[src/rtl/serial_subtractor.sv]
// serial_subtractor
// Bit-serial unsigned subtractor: diff = (a - b - bin) mod 2^WIDTH, with
// bout = 1 when a < b + bin. One bit slice is evaluated per clock, LSB
// first, and a single borrow flop carries the borrow between slices.
//
// Handshake: start is sampled only in IDLE. On acceptance the operands and
// borrow-in are captured, busy is high for WIDTH cycles while the bits are
// processed, then done pulses for one cycle as diff/bout update. diff and
// bout hold their value until the next completed operation.
//
// Ports:
//   clk    rising-edge clock
//   rst    asynchronous active-high reset (clears control, operands, results)
//   start  operation request (ignored outside IDLE)
//   a, b   minuend / subtrahend, WIDTH bits, captured on acceptance
//   bin    borrow-in, captured on acceptance
//   busy   high while bit slices are being processed
//   done   one-cycle pulse, diff/bout valid and freshly updated
//   diff   registered difference
//   bout   registered borrow-out
module serial_subtractor #(
  parameter int WIDTH = 8
) (
  input  logic             clk,
  input  logic             rst,
  input  logic             start,
  input  logic [WIDTH-1:0] a,
  input  logic [WIDTH-1:0] b,
  input  logic             bin,
  output logic             busy,
  output logic             done,
  output logic [WIDTH-1:0] diff,
  output logic             bout
);

  localparam int CNT_W = (WIDTH > 1) ? $clog2(WIDTH) : 1;
  localparam logic [CNT_W-1:0] LAST = CNT_W'(WIDTH - 1);

  typedef enum logic [1:0] {
    IDLE = 2'd0,
    RUN  = 2'd1,
    DONE = 2'd2
  } state_t;

  state_t           state;
  logic [WIDTH-1:0] sa;
  logic [WIDTH-1:0] sb;
  logic [WIDTH-1:0] sd;
  logic             br;
  logic [CNT_W-1:0] cnt;

  logic             d_bit;
  logic             br_next;

  // Single-bit full-subtractor slice.
  function automatic logic diff_bit(input logic x, input logic y, input logic bi);
    return x ^ y ^ bi;
  endfunction

  // Borrow out of a slice: y exceeds x, or they are equal and a borrow
  // is already pending from the lower slice.
  function automatic logic borrow_bit(input logic x, input logic y, input logic bi);
    return (~x & y) | (~(x ^ y) & bi);
  endfunction

  assign d_bit   = diff_bit(sa[0], sb[0], br);
  assign br_next = borrow_bit(sa[0], sb[0], br);

  always_ff @(posedge clk or posedge rst) begin
    if (rst) begin
      state <= IDLE;
      sa    <= '0;
      sb    <= '0;
      sd    <= '0;
      br    <= 1'b0;
      cnt   <= '0;
      busy  <= 1'b0;
      done  <= 1'b0;
      diff  <= '0;
      bout  <= 1'b0;
    end else begin
      case (state)
        IDLE: begin
          done <= 1'b0;
          if (start) begin
            sa    <= a;
            sb    <= b;
            br    <= bin;
            cnt   <= '0;
            busy  <= 1'b1;
            state <= RUN;
          end
        end

        RUN: begin
          br <= br_next;
          sa <= sa >> 1;
          sb <= sb >> 1;
          // Result bits enter at the MSB so that after WIDTH shifts the
          // LSB-first stream lines up with bit 0.
          sd <= {d_bit, sd[WIDTH-1:1]};
          if (cnt == LAST) begin
            // Publish the final word including the slice computed this edge.
            diff  <= {d_bit, sd[WIDTH-1:1]};
            bout  <= br_next;
            busy  <= 1'b0;
            done  <= 1'b1;
            state <= DONE;
          end else begin
            cnt <= cnt + CNT_W'(1);
          end
        end

        DONE: begin
          // start is deliberately not looked at here; a request held high
          // is taken on the following edge from IDLE.
          done  <= 1'b0;
          state <= IDLE;
        end

        default: begin
          busy  <= 1'b0;
          done  <= 1'b0;
          state <= IDLE;
        end
      endcase
    end
  end

endmodule

[config.mk]
export PLATFORM = sky130hd
export DESIGN_NAME = serial_subtractor
export DESIGN_NICKNAME = d
export VERILOG_FILES = /design/src/rtl/serial_subtractor.sv
export SDC_FILE = /design/constraint.sdc
export NUM_CORES = 1
export LEC_CHECK = 0
export ABC_AREA = 1
export BUFFER_PORTS_ARGS = -buffer_cell sky130_fd_sc_hd__buf_2
export CAP_MARGIN = 5
export CORE_ASPECT_RATIO = 1.2
export CORE_UTILIZATION = 55
export DETAILED_ROUTE_END_ITERATION = 10
export PLACE_DENSITY = 0.78
export SETUP_SLACK_MARGIN = 0.15
export SYNTH_ARGS = -nofsm -noshare
export SYNTH_HDL_FRONTEND = slang
export SYNTH_SLANG_ARGS = --single-unit
[constraint.sdc]
create_clock -name clk -period 1.35 [get_ports clk]
set_input_delay 0.2025 -clock clk [delete_from_list [all_inputs] [get_ports clk]]
set_output_delay 0.2025 -clock clk [all_outputs]
set_load 0.02 [all_outputs]
==> flow_summary.json <==
{
  "slew_viol_final": 0,
  "cp_num_cells": 4,
  "path_cells": "inv_2, fa_2, inv_2, o21ai_2",
  "holdPathStages": 3,
  "grt_max_degree": 41,
  "p_leak_nw": 1.274,
  "layout_min_cycle_time_ns": 1.188,
  "io_buffers": 30,
  "cp_top_family": "adder cells",
  "ys_warn_count": 0,
  "cts_buffers": 5,
  "seq_area_um2": 1002,
  "nets": 292,
  "ant_nets": 0,
  "yosysSeqAreaShare": 0.5256,
  "gp_congestion": 0.7495,
  "clock_sinks": 40,
  "fin_ws_ns": 0.1623,
  "timing.final.crit_share": 0.8798,
  "synth-compound-area-share": 0.04731,
  "fin_skew_ns": 0.008946,
  "die_y_um": 66.46,
  "synth_mux_area_frac": 0,
  "setup_viol": 0,
  "synth-xor-area-share": 0,
  "path_buf_inv": 2,
  "clock_latency_ns": 0.28,
  "hp-class": "input pin to flop",
  "grt_overflow": 0,
  "rsz0062_at_grt": "true",
  "final_cell_mix": "77 x nand2_1, 39 x dfrtp_1, 30 x buf_2, 29 x inv_1, 19 x nand3_1",
  "drive_above_1_share": 0.2565,
  "drt-initial-drc-count": 48,
  "multiInputGateArea_um2": 775.7,
  "critPathSlowestCell": "fa_2",
  "gr-usage-all-layers": 0.2178,
  "hpwl_mm": 2.349,
  "drtPass1Iterations": 4,
  "vias": 1509,
  "drt-total-wl_mm": 3.625,
  "fmax_mhz": 842.0,
  "drc": 0,
  "cts_max_path_buffers": 2,
  "core_area_um2": 3309,
  "cts_tree": "yes",
  "arrival_ns": 1.40,
  "vias_per_cell": 4.931,
  "syn_inst": 227,
  "grt_pass1_vias": 1433,
  "syn_nets": 251,
  "status": "finished clean",
  "initial_utilization": 0.5754,
  "drv_cap": 0,
  "yosys.area_share.simple": 0.2937,
  "grt_pass1_wl_mm": 6.161,
  "netlist_area_um2": 1904,
  "dp.cells": 293,
  "area_delta_synth_final_pct": 21.35,
  "rows": 23,
  "die_w_um": 55.72,
  "cts-htree-levels": 2,
  "antenna_found_initial": 0,
  "fp.dieArea_um2": 3703,
  "layout.cells.non_filler": 306,
  "tightest_slew_ns": 0.2357,
  "cellPowerDensity_nw_per_um2": 2290,
  "synth_adder_area_share": 0.03022,
  "cp-end-kind": "flop",
  "relSlewSlack": 0.8429,
  "max_stage_delay_ns": 0.57,
  "cts-root-buf": "clkbuf_8",
  "diodes": 0,
  "avgRoutedWirePerCell_um": 11.85,
  "syn_area_per_cell_um2": 8.389,
  "reg2reg_depth": 4,
  "synth_top_family_by_area": "simple AND/OR/NAND/NOR gates",
  "setup_tns_ns": 0,
  "clk_pin_slew_ns": 0.08,
  "crit_fanout": 2,
  "fillers": 276,
  "path_common_cell": "inv_2",
  "final_common_cell": "nand2_1",
  "peakVddDrop_mv": 1.576,
  "io_pins": 31,
  "synth_seq_cells": 40,
  "synth_cell_types": 20,
  "cp-start-kind": "flop",
  "crit_type": "flop to flop",
  "dpl_worst_slack_ns": 0.04775,
  "worstPathRequired_ns": 1.57,
  "hold_violations": 0
}
worst min-delay path, stage by stage:
cell and delay, ns:
buf_2 0.07, nand2_1 0.04, o21ai_0 0.06
cell type report:
class	count	share of cell area
timing repair buffer	42	0.1137
tap	37	0.02003
multi-input combinational	144	0.3357
inverter	35	0.05793
sequential	40	0.4337
clock buffer	8	0.03898
path summary, 6_finish.rpt:
kind / slack, ns / startpoint / end
max: 0.16 / sb[0] / sd[7]
min in group asynchronous: 0.55 / rst / sd[7]
min: 0.12 / b[7] / sb[7]
min reg2reg: 0.48 / sa[4] / sa[4]
max reg2reg: 0.16 / sb[0] / sd[7]
max in group asynchronous: 0.59 / rst / state[0]
per-stage QoR:
stage / cell area [um2] / hold slack [ns] / power (mW) / util
final: 2311 / 0.1246 / 5.293 / 0.6983
after global routing: 2311 / 0.1419 / 5.781 / 0.6983
after CTS: 2236 / 0.1198 / 5.151 / 0.6756
after detailed placement: 2115 / 0.2714 / 4.243 / 0.6389
after global placement: 2115 / 0.2703 / 4.153 / 0.6389
after floorplan: 1909 / 0.3235 / 3.662 / -
logic make-up (layout without fill, tap and decap cells):
family | count (synthesis) | count (layout)
AO/OA/AOI/OAI | 18 | 18
adder cells (fa/ha/maj) | 4 | 4
AND/OR/NAND/NOR | 121 | 122
buffers and inverters | 44 | 85
flip-flops | 40 | 40
registers in the layout (all words and copies together) (netlist names):
name   cells
done       1
sd         7
sa         8
state      2
diff       8
cnt        3
busy       1
br         1
sb         8
bout       1
synth_stat cells:
master,count,area share
inv_1,32,0.063
nand2_4,3,0.018
nor2_1,5,0.0099
buf_4,3,0.012
nor2_4,1,0.0059
clkbuf_1,1,0.0020
buf_6,2,0.012
fa_1,1,0.011
clkinv_2,1,0.0026
nand3b_1,12,0.047
inv_2,2,0.0039
nand2_1,78,0.15
o21ai_0,17,0.045
nand3_1,20,0.053
ha_1,3,0.020
nand2_2,1,0.0033
buf_2,3,0.0079
a21oi_1,1,0.0026
or2_2,1,0.0033
dfrtp_1,40,0.53
where the power goes:
group	leakage [nW]	total, mW	switching (mW)	internal [mW]
Sequential	0.496	2.10	0.334	1.76
Combinational	0.732	2.40	1.40	0.998
Clock	0.0455	0.795	0.378	0.417
Total	1.27	5.29	2.12	3.18
layer usage:
layer	routed length, um	vias to the layer above	GRT usage
met2	1879	30	0.3705
li1	-	780	-
met4	49	0	0.1219
met3	121	5	0.03883
met1	1574	694	0.2632
met5	0	-	0
what timing repair did:
item                                   in CTS  in global routing
setup endpoints to repair                  14                 29
gates resized for setup                     7                 13
gates cloned                                1                  0
endpoints found under the hold margin      40                  0
setup buffers                               1                  2
pin swaps                                   5                  5
hold buffers                                1                  0
No activity file was read; power rests on OpenSTA's default activity.
